==> src/rtl/rgb_pkg.sv <==
// rgb_fader shared package: FSM states and colour packing.
// Channel offsets are common with the RGB PWM driver.
package rgb_pkg;

  typedef enum logic {
    IDLE,
    FADE
  } state_e;

  localparam int NBPC_DEF = 8;

  localparam int R_LSB = 2 * NBPC_DEF;
  localparam int G_LSB = NBPC_DEF;
  localparam int B_LSB = 0;

endpackage

==> src/rtl/rgb_fader_channel.sv <==
// rgb_fader_channel: one colour channel register.
// Steps one LSB toward its target per tick; load/clear override.
module rgb_fader_channel #(
  parameter int NBPC = 8
) (
  input  logic            clk,
  input  logic            rst_n,
  input  logic            tick,
  input  logic            load,
  input  logic            clr,
  input  logic [NBPC-1:0] tgt,
  output logic [NBPC-1:0] cur,
  output logic            at_tgt
);

  logic [NBPC-1:0] cur_q, cur_d;

  // next value: clear, load target, or one step toward target
  always_comb begin
    cur_d = cur_q;
    if (clr) begin
      cur_d = '0;
    end else if (load) begin
      cur_d = tgt;
    end else if (tick) begin
      if (cur_q < tgt) begin
        cur_d = cur_q + 1'b1;
      end else if (cur_q > tgt) begin
        cur_d = cur_q - 1'b1;
      end
    end
  end

  // channel register
  always_ff @(posedge clk or negedge rst_n) begin
    if (!rst_n) begin
      cur_q <= '0;
    end else begin
      cur_q <= cur_d;
    end
  end

  assign cur    = cur_q;
  assign at_tgt = (cur_q == tgt);

endmodule

==> src/rtl/rgb_fader.sv <==
// rgb_fader: ramps a registered RGB colour toward accepted targets.
// Optional blink in IDLE when RGB_FADER_BLINK_EN is defined.
module rgb_fader #(
  parameter int NBPC        = rgb_pkg::NBPC_DEF,
  parameter int PRESCALE    = 1000,
  parameter int BLINK_TICKS = 250
) (
  input  logic              clk,
  input  logic              rst_n,
  input  logic              en,
  input  logic [3*NBPC-1:0] in_color,
  input  logic              in_valid,
  output logic              in_ready,
  output logic [3*NBPC-1:0] out_color,
  output logic              busy,
  output logic              done
`ifdef RGB_FADER_BLINK_EN
  ,
  input  logic              blink
`endif
);

  import rgb_pkg::*;

  localparam int CW = 3 * NBPC;
  localparam int PW = (PRESCALE > 1) ? $clog2(PRESCALE) : 1;

  if (PRESCALE < 1) begin : g_bad_prescale
    $error("PRESCALE must be >= 1");
  end
  if (BLINK_TICKS < 1) begin : g_bad_blink
    $error("BLINK_TICKS must be >= 1");
  end

  state_e          state_q, state_d;
  logic [CW-1:0]   target_q, target_d;
  logic [PW-1:0]   presc_q, presc_d;
  logic            done_q, done_d;
  logic            tick, accept;
  logic            ch_step, ch_load, ch_clr;
  logic [2:0]      at_tgt;

  assign in_ready = en && (state_q == IDLE);
  assign accept   = in_valid && in_ready;
  assign tick     = (presc_q == PW'(PRESCALE - 1));
  assign busy     = (state_q == FADE);
  assign done     = done_q;

  // FSM next state, target latch, prescaler and step strobe
  always_comb begin
    state_d  = state_q;
    target_d = target_q;
    presc_d  = presc_q;
    done_d   = 1'b0;
    ch_step  = 1'b0;
    if (en) begin
      unique case (state_q)
        IDLE: begin
          if (accept) begin
            target_d = in_color;
            presc_d  = '0;
            state_d  = FADE;
          end
`ifdef RGB_FADER_BLINK_EN
          else if (!blink) begin
            presc_d = '0;
          end else begin
            presc_d = tick ? '0 : presc_q + 1'b1;
          end
`endif
        end
        FADE: begin
          if (&at_tgt) begin
            state_d = IDLE;
            done_d  = 1'b1;
          end else begin
            presc_d = tick ? '0 : presc_q + 1'b1;
            ch_step = tick;
          end
        end
      endcase
    end
  end

  // control registers
  always_ff @(posedge clk or negedge rst_n) begin
    if (!rst_n) begin
      state_q  <= IDLE;
      target_q <= '0;
      presc_q  <= '0;
      done_q   <= 1'b0;
    end else begin
      state_q  <= state_d;
      target_q <= target_d;
      presc_q  <= presc_d;
      done_q   <= done_d;
    end
  end

`ifdef RGB_FADER_BLINK_EN
  localparam int BW = (BLINK_TICKS > 1) ? $clog2(BLINK_TICKS) : 1;

  logic [BW-1:0] bcnt_q, bcnt_d;
  logic          off_q, off_d;

  // blink phase: target phase first, toggled every BLINK_TICKS ticks
  always_comb begin
    bcnt_d  = bcnt_q;
    off_d   = off_q;
    ch_load = 1'b0;
    ch_clr  = 1'b0;
    if (en && (state_q == IDLE)) begin
      if (accept || !blink) begin
        bcnt_d  = '0;
        off_d   = 1'b0;
        ch_load = 1'b1;
      end else begin
        if (tick) begin
          if (bcnt_q == BW'(BLINK_TICKS - 1)) begin
            bcnt_d = '0;
            off_d  = ~off_q;
          end else begin
            bcnt_d = bcnt_q + 1'b1;
          end
        end
        ch_clr  = off_d;
        ch_load = !off_d;
      end
    end
  end

  // blink counter registers
  always_ff @(posedge clk or negedge rst_n) begin
    if (!rst_n) begin
      bcnt_q <= '0;
      off_q  <= 1'b0;
    end else begin
      bcnt_q <= bcnt_d;
      off_q  <= off_d;
    end
  end
`else
  assign ch_load = 1'b0;
  assign ch_clr  = 1'b0;
`endif

  for (genvar i = 0; i < 3; i++) begin : g_ch
    rgb_fader_channel #(
      .NBPC(NBPC)
    ) u_ch (
      .clk   (clk),
      .rst_n (rst_n),
      .tick  (ch_step),
      .load  (ch_load),
      .clr   (ch_clr),
      .tgt   (target_q[i*NBPC +: NBPC]),
      .cur   (out_color[i*NBPC +: NBPC]),
      .at_tgt(at_tgt[i])
    );
  end

endmodule

==> config.mk <==
export PLATFORM = sky130hd
export DESIGN_NAME = rgb_fader
export DESIGN_NICKNAME = d
export VERILOG_FILES = /design/src/rtl/rgb_pkg.sv /design/src/rtl/rgb_fader_channel.sv /design/src/rtl/rgb_fader.sv
export SDC_FILE = /design/constraint.sdc
export NUM_CORES = 1
export LEC_CHECK = 0
export CAP_MARGIN = 20
export CORE_MARGIN = 8
export CORE_UTILIZATION = 55
export CTS_CLUSTER_SIZE = 40
export DETAILED_ROUTE_END_ITERATION = 8
export GPL_ROUTABILITY_DRIVEN = 0
export MAX_ROUTING_LAYER = met4
export PLACE_DENSITY = 0.88
export SETUP_SLACK_MARGIN = 0.5
export SLEW_MARGIN = 25
export SYNTH_ARGS = -nofsm -noshare
export SYNTH_HDL_FRONTEND = slang
export SYNTH_SLANG_ARGS = --single-unit
export TNS_END_PERCENT = 1
==> constraint.sdc <==
create_clock -name clk -period 3.7 [get_ports clk]
set_input_delay 0.37 -clock clk [delete_from_list [all_inputs] [get_ports clk]]
set_output_delay 0.37 -clock clk [all_outputs]
set_load 0.05 [all_outputs]
==> results.json, run 1 <==
{
  "dp_hpwl_um": 6247,
  "cpMostUsedCell": "ha_4",
  "first_pass_iters": 4,
  "antenna_cells": 0,
  "final_cells": 550,
  "groute.usage.overall_pct": 18.84,
  "drt-initial-drc-count": 125,
  "cp-startpoint": "target_q[9]$_DFFE_PN0P_",
  "grt.overflow.total": 0,
  "dp_cells": 527,
  "powerDensity_mw_per_mm2": 374.8,
  "setup_violations": 0,
  "cp_top_family": "compound AO/OA/AOI/OAI gates",
  "timing.rr.start": "target_q[9]$_DFFE_PN0P_",
  "cts.sinks": 60,
  "cp.arrival_ns": 3.60,
  "ys_seq_elements": 60,
  "drive_gt1_share_pct": 18.94,
  "grt_start_max_net_pins": 45,
  "synthToLayoutAreaGrowth_pct": 26.94,
  "min_path_type": "input port to async pin",
  "synth_edf_count": 0,
  "setup.worst_path.end": "g_ch[1].u_ch.cur[7]$_DFFE_PN0P_",
  "rr_endpoint": "g_ch[1].u_ch.cur[7]$_DFFE_PN0P_",
  "drv_slew": 0,
  "peakVddDrop_v": 0.0002897,
  "max_cap_viol_count": 0,
  "design.die.area_mm2": 0.009933,
  "synth_area_leaders": "dfrtp_1 39%, ha_1 14%, mux2_2 7.9%",
  "totalWireLength_um": 9138,
  "syn_area_mm2": 0.003850,
  "port-buffer-count": 54,
  "htree_levels": 3,
  "cts_buffer_depth": 2,
  "max_slew_margin_pct": 58.87,
  "ant_nets": 0,
  "num_rows": 30,
  "hold_viol_final": 0,
  "period_share_pct": 90.58,
  "worst-path-buf-inv": 1,
  "drc": 0,
  "postCtsHoldBufs": 0,
  "fin_crit_ns": 3.352,
  "rsz0062_at_grt": "true",
  "start_kind": "register",
  "worstMarginPinSlew_ns": 0.6147,
  "route.detailed.wl_per_inst_um": 16.61,
  "grt_pass1_vias": 3192,
  "path_class": "register to register",
  "grt_antenna_before_repair": 0,
  "cts_tree": "yes",
  "cp.depth": 13,
  "vias": 3077,
  "outcome": "complete, no violations",
  "nets": 524,
  "core_mm2": 0.006794,
  "rrSetupSlack_ns": 0.35,
  "dieHeight_um": 99.67,
  "synth_top_area_share_pct": 39.00,
  "io_pins": 55,
  "ys_seq_area_share_pct": 39.00,
  "insertion_delay_ns": 0.34,
  "slowest_delay_ns": 0.42,
  "synth_flop_cell": "dfrtp_1",
  "worst_ep_required_time_ns": 3.95,
  "timing.hold.ws_ns": 0.02715,
  "avgSynthCellArea_um2": 10.08,
  "yosysTopAreaCell": "dfrtp_1",
  "fin_setup_tns_ns": 0,
  "yosysUniqueCellTypes": 43,
  "crit_fanout": 7,
  "syn_inst": 382,
  "crit_chain": "inv_2 -> ha_4 -> nor2b_1 -> o211a_1 -> o21ba_4 -> or2_4 -> ha_4 -> nand3_2 -> o211ai_1 -> o41ai_2 -> or3_1 -> a21oi_2 -> xor2_1",
  "fin_worst_skew_ns": 0.01112,
  "crit_slowest_cell": "or3_1",
  "fp.dieW_um": 99.67,
  "leakagePower_nw": 2.269,
  "numCtsBuffers": 9,
  "start_util_pct": 56.67,
  "end_kind": "register",
  "r2r_cells": 13,
  "yosysWarnings": 0,
  "synth_nets": 457,
  "path_clk_slew_ns": 0.07,
  "vias_per_cell": 5.595,
  "cts-root-buf": "clkbuf_8",
  "fmax_mhz": 298.4,
  "synth-async-reset-ratio_pct": 100.0,
  "grt_pass1_wl_um": 14780
}
[worst register-to-register path, cell delays in order (launching register included)]
cell and delay, ns:
dfrtp_1 0.39, inv_2 0.08, ha_4 0.20, nor2b_1 0.12, o211a_1 0.24, o21ba_4 0.20, or2_4 0.32, ha_4 0.32
nand3_2 0.07, o211ai_1 0.31, o41ai_2 0.17, or3_1 0.42, a21oi_2 0.22, xor2_1 0.21
[logic make-up (layout without fill, tap and decap cells)]
family	count (synthesis)	count (layout)	share of synthesized area, %
AOI/OAI and AO/OA	89	89	15.11
DFF	60	60	39.00
xor gates and xnor gates	21	21	4.777
and+or+nand+nor	96	96	12.61
buffers and inverters	41	113	4.484
muxes	28	28	8.157
adders and majority gates	47	47	15.86
[layout by cell type, fill, tap and decap left out, types with 4 or more instances in the layout]
master	instances
a21o_1	6
a21oi_1	17
a21oi_2	5
and3_1	4
buf_4	9
clkbuf_1	4
clkbuf_8	10
clkdlybuf4s50_1	53
dfrtp_1	56
dfrtp_2	4
ha_1	33
ha_4	11
inv_1	33
mux2_2	27
nand2_1	31
nand2b_1	5
nand3_1	13
nand4_1	5
nor2_1	17
o21ai_0	27
o21ai_1	5
o21bai_1	5
o31ai_1	9
or3_1	4
xnor2_1	11
xor2_1	10
[metal layers]
| layer | wire length [um] | vias up | global-route usage, % |
|---|---|---|---|
| met5 | 0 | - | - |
| met4 | 260 | 0 | 8.615 |
| met3 | 287 | 24 | 3.422 |
| met2 | 4667 | 70 | 31.40 |
| met1 | 3922 | 1495 | 21.57 |
| li1 | - | 1488 | - |
[synthesized netlist by cell type (2+ instances only)]
| cell type | instances |
|---|---|
| dfrtp_1 | 60 |
| ha_1 | 44 |
| inv_1 | 34 |
| nand2_1 | 32 |
| o21ai_0 | 31 |
| mux2_2 | 27 |
| a21oi_1 | 20 |
| nor2_1 | 17 |
| nand3_1 | 14 |
| xnor2_1 | 11 |
| xor2_1 | 10 |
| o31ai_1 | 9 |
| a21o_1 | 6 |
| nand2b_1 | 5 |
| nand4_1 | 5 |
| o21bai_1 | 5 |
| and3_1 | 4 |
| or3_1 | 4 |
| buf_2 | 3 |
| fa_1 | 3 |
| nor2b_1 | 3 |
| nor3_1 | 3 |
| o211ai_1 | 3 |
| o41ai_1 | 3 |
| or2_2 | 3 |
| a21oi_2 | 2 |
| a22o_1 | 2 |
| buf_4 | 2 |
| o211a_1 | 2 |
| o21ba_1 | 2 |
[worst min-delay path by stage]
stage / from / to / slack [ns] / cells past startpoint
CTS: rst_n / presc_q[7]$_DFFE_PN0P_ / 0.25 / 1
global route: rst_n / presc_q[7]$_DFFE_PN0P_ / 0.07 / 1
floorplan: rst_n / busy$_DFFE_PN0P_ / 0.07 / 0
detailed placement: presc_q[8]$_DFFE_PN0P_ / presc_q[8]$_DFFE_PN0P_ / 0.49 / 1
finish: rst_n / presc_q[9]$_DFFE_PN0P_ / 0.03 / 1
global placement: presc_q[8]$_DFFE_PN0P_ / presc_q[8]$_DFFE_PN0P_ / 0.48 / 1
[flip-flops by register name, summed over array words and instances, names as in the netlist]
signal and count:
g_ch.u_ch.cur 24, target_q 24, presc_q 10, busy 1
done 1
[what timing repair did]
item,4_1_cts,5_1_grt
pin swaps,1,14
gates resized for setup,5,26
setup endpoints to repair,2,7
buffers inserted,2,5
[metrics by stage]
step / util (%) / total power [mW] / setup slack [ns] / area [um2]
floorplan: - / 1.167 / 0.4690 / 3851
global placement: 65.84 / 1.273 / 0.6254 / 4473
detailed placement: 65.84 / 1.305 / 0.4672 / 4473
CTS: 69.08 / 1.825 / 0.4977 / 4693
global route: 71.93 / 1.948 / 0.2926 / 4887
finish: 71.93 / 1.832 / 0.3484 / 4887
[report_power, final]
| part | leakage, nW | switching [mW] | internal (mW) |
|---|---|---|---|
| Sequential | 0.773 | 0.0766 | 0.768 |
| Clock | 0.0844 | 0.257 | 0.260 |
| Combinational | 1.41 | 0.238 | 0.232 |
[final cells by class]
type	instances	area, um2
Fill cell	472	1907
Multi-Input combinational cell	281	2369
Sequential cell	60	1506
Clock buffer	14	152.6
Timing Repair Buffer	62	598.1
Inverter	35	131.4
Tap cell	96	120.1
Clock inverter	2	10.01
Power figures use the tool's default switching activity.
==> inputs of run 2 (changes only) <==
--- a/config.mk
+++ b/config.mk
@@ -10,9 +10,10 @@
 export CORE_UTILIZATION = 55
 export CTS_CLUSTER_SIZE = 40
 export DETAILED_ROUTE_END_ITERATION = 8
-export GPL_ROUTABILITY_DRIVEN = 0
+export GPL_ROUTABILITY_DRIVEN = 1
 export MAX_ROUTING_LAYER = met4
 export PLACE_DENSITY = 0.88
+export REMOVE_ABC_BUFFERS = 1
 export SETUP_SLACK_MARGIN = 0.5
 export SLEW_MARGIN = 25
 export SYNTH_ARGS = -nofsm -noshare
==> run 2 against run 1 <==
Sequential power about the same. Setup slack better by 0.18 ns. Power shrank 0.80%. Non-clock buffer count is 7 lower. Final cell count fell by 1.3%. Combinational power shrank 3%. Routed wire length shrank 1.5%. Worst hold slack improved by 0.022 ns. Global-route usage shrank 0.10 points. Via count grew 1.1%. Clock power hardly changed. Critical path type unchanged. Critical endpoint is now g_ch[0].u_ch.cur[7]$_DFFE_PN0P_.
==> results.json, run 2 (same netlist as run 1, synthesis figures left out) <==
{
  "fp.dieW_um": 99.67,
  "switching_share_pct": 31.30,
  "drc": 0,
  "cts_buffer_depth": 2,
  "start_kind": "register",
  "dieHeight_um": 99.67,
  "numCtsBuffers": 9,
  "post_dp_cell_area_mm2": 0.004474,
  "dp_cells": 527,
  "outcome": "complete, no violations",
  "route.detailed.wl_per_inst_um": 16.57,
  "worst_ep_required_time_ns": 3.97,
  "cts.sinks": 60,
  "rsz0062_at_grt": "true",
  "drv_slew": 0,
  "final_common_cell": "dfrtp_1",
  "grt_antenna_before_repair": 0,
  "insertion_delay_ns": 0.35,
  "groute.usage.overall_pct": 18.74,
  "setup_violations": 0,
  "max_slew_margin_pct": 55.49,
  "cp_top_family": "compound AO/OA/AOI/OAI gates",
  "antenna_cells": 0,
  "cp.arrival_ns": 3.44,
  "fin_setup_tns_ns": 0,
  "crit_slowest_cell": "dfrtp_2",
  "fin_worst_skew_ns": 0.009058,
  "period_share_pct": 85.85,
  "core_mm2": 0.006794,
  "synthToLayoutAreaGrowth_pct": 24.11,
  "p_int_mw": 1.248,
  "final_cell_mix": "59 x dfrtp_1, 53 x clkdlybuf4s50_1, 36 x ha_1, 34 x inv_1",
  "vias": 3110,
  "fmax_mhz": 314.8,
  "num_rows": 30,
  "top_usage_layer": "met2",
  "end_kind": "register",
  "design.die.area_mm2": 0.009933,
  "crit_chain": "ha_1 -> nor2b_1 -> o211a_1 -> o21ba_1 -> or2_4 -> ha_4 -> nand3_1 -> o211ai_1 -> o41ai_2 -> or3_1 -> a21oi_2 -> xor2_1",
  "slowest_delay_ns": 0.45,
  "grt.overflow.total": 0,
  "leakagePower_nw": 2.254,
  "worstMarginPinSlew_ns": 0.6677,
  "cts-root-buf": "clkbuf_8",
  "max_cap_viol_count": 0,
  "crit_fanout": 7,
  "use_met1_pct": 22.27,
  "use_met3_pct": 3.631,
  "totalWireLength_um": 8998,
  "start_util_pct": 56.67,
  "first_pass_iters": 4,
  "grt_util_met2_pct": 30.48,
  "port-buffer-count": 54,
  "switchingPower_uw": 568.7,
  "comb_power_share_pct": 25.0,
  "grt_pass1_vias": 3071,
  "final_cells": 543,
  "pwr-share-seq_pct": 46.5,
  "worst-path-buf-inv": 0,
  "path_clk_slew_ns": 0.07,
  "htree_levels": 3,
  "clkPwrFrac_pct": 28.5,
  "path_class": "register to register",
  "design_area_mm2": 0.004778,
  "gp_congestion": 0.8499,
  "grt_pass1_wl_um": 14540,
  "fin_util_pct": 70.33,
  "fin_crit_ns": 3.176,
  "dp_hpwl_um": 6427,
  "powerDensity_mw_per_mm2": 380.3,
  "drt-initial-drc-count": 90,
  "drive_gt1_share_pct": 15.66,
  "hold_viol_final": 0,
  "min_path_type": "input port to async pin",
  "grt_start_max_net_pins": 33,
  "peakVddDrop_v": 0.0002271,
  "cts_tree": "yes",
  "ant_nets": 0,
  "nets": 517,
  "vias_per_cell": 5.727,
  "io_pins": 55,
  "p_total_mw": 1.817
}
-- run 2: cell count changes in the layout (fill, tap and decap cells not counted), moves of 3 or more --
| cell | delta |
|---|---|
| buf_4 | -8 |
| o21ai_0 | +4 |
| o21ai_1 | -4 |
| dfrtp_1 | +3 |
| dfrtp_2 | -3 |
| ha_1 | +3 |
| ha_4 | -3 |
-- run 2: cell type report --
type                    count  area (um2)
multi-input cells         281        2318
clock inverters             2       10.01
inverters                  35       131.4
well taps                  96       120.1
flip-flops and latches     60        1503
fillers                   484        2016
repair buffers             55       543.0
clock buffers              14       152.6
-- run 2: per-layer routing --
metal	part of all wire [%]	routed length, um
met1	43	3901
met2	50	4531
met3	4.3	386
met4	2.0	178
met5	0	0
-- run 2: worst paths after layout --
kind | from | cells after the start | to | slack [ns]
worst max-delay path | g_ch[0].u_ch.cur[1]$_DFFE_PN0P_ | 12 | g_ch[0].u_ch.cur[7]$_DFFE_PN0P_ | 0.52
worst min-delay path | rst_n | 1 | target_q[20]$_DFFE_PN0P_ | 0.05
worst max register to register | g_ch[0].u_ch.cur[1]$_DFFE_PN0P_ | 12 | g_ch[0].u_ch.cur[7]$_DFFE_PN0P_ | 0.52
worst min register to register | presc_q[8]$_DFFE_PN0P_ | 1 | presc_q[8]$_DFFE_PN0P_ | 0.50
max in group asynchronous | rst_n | 2 | g_ch[0].u_ch.cur[1]$_DFFE_PN0P_ | 2.75
min in group clk | presc_q[8]$_DFFE_PN0P_ | 1 | presc_q[8]$_DFFE_PN0P_ | 0.50
-- run 2: worst register-to-register path: stages (launching register included) --
cell,delay [ns]
dfrtp_2,0.45
ha_1,0.31
nor2b_1,0.14
o211a_1,0.24
o21ba_1,0.22
or2_4,0.31
ha_4,0.32
nand3_1,0.09
o211ai_1,0.25
o41ai_2,0.10
or3_1,0.34
a21oi_2,0.15
xor2_1,0.17
-- run 2: power groups by stage --
stage / Clock (mW) / Combinational (mW) / Sequential (mW)
after floorplan: 0 / 0.321 / 0.840
after global placement: 0 / 0.424 / 0.848
after detailed placement: 0 / 0.453 / 0.854
after CTS: 0.520 / 0.453 / 0.843
after global routing: 0.552 / 0.511 / 0.859
final: 0.518 / 0.454 / 0.845
-- run 2: what timing repair did --
action	in CTS	in global routing
resized for setup	3	15
setup endpoints to repair	4	6
pin swaps	0	1
buffers inserted	0	0
hold buffers	0	0
-- run 2: metrics by stage --
step / hold slack (ns) / worst slack [ns]
floorplan: 0.07441 / 0.4600
global placement: 0.4318 / 0.6041
detailed placement: 0.4347 / 0.4919
CTS: 0.06377 / 0.4734
global route: 0.09562 / 0.4007
finish: 0.04907 / 0.5237
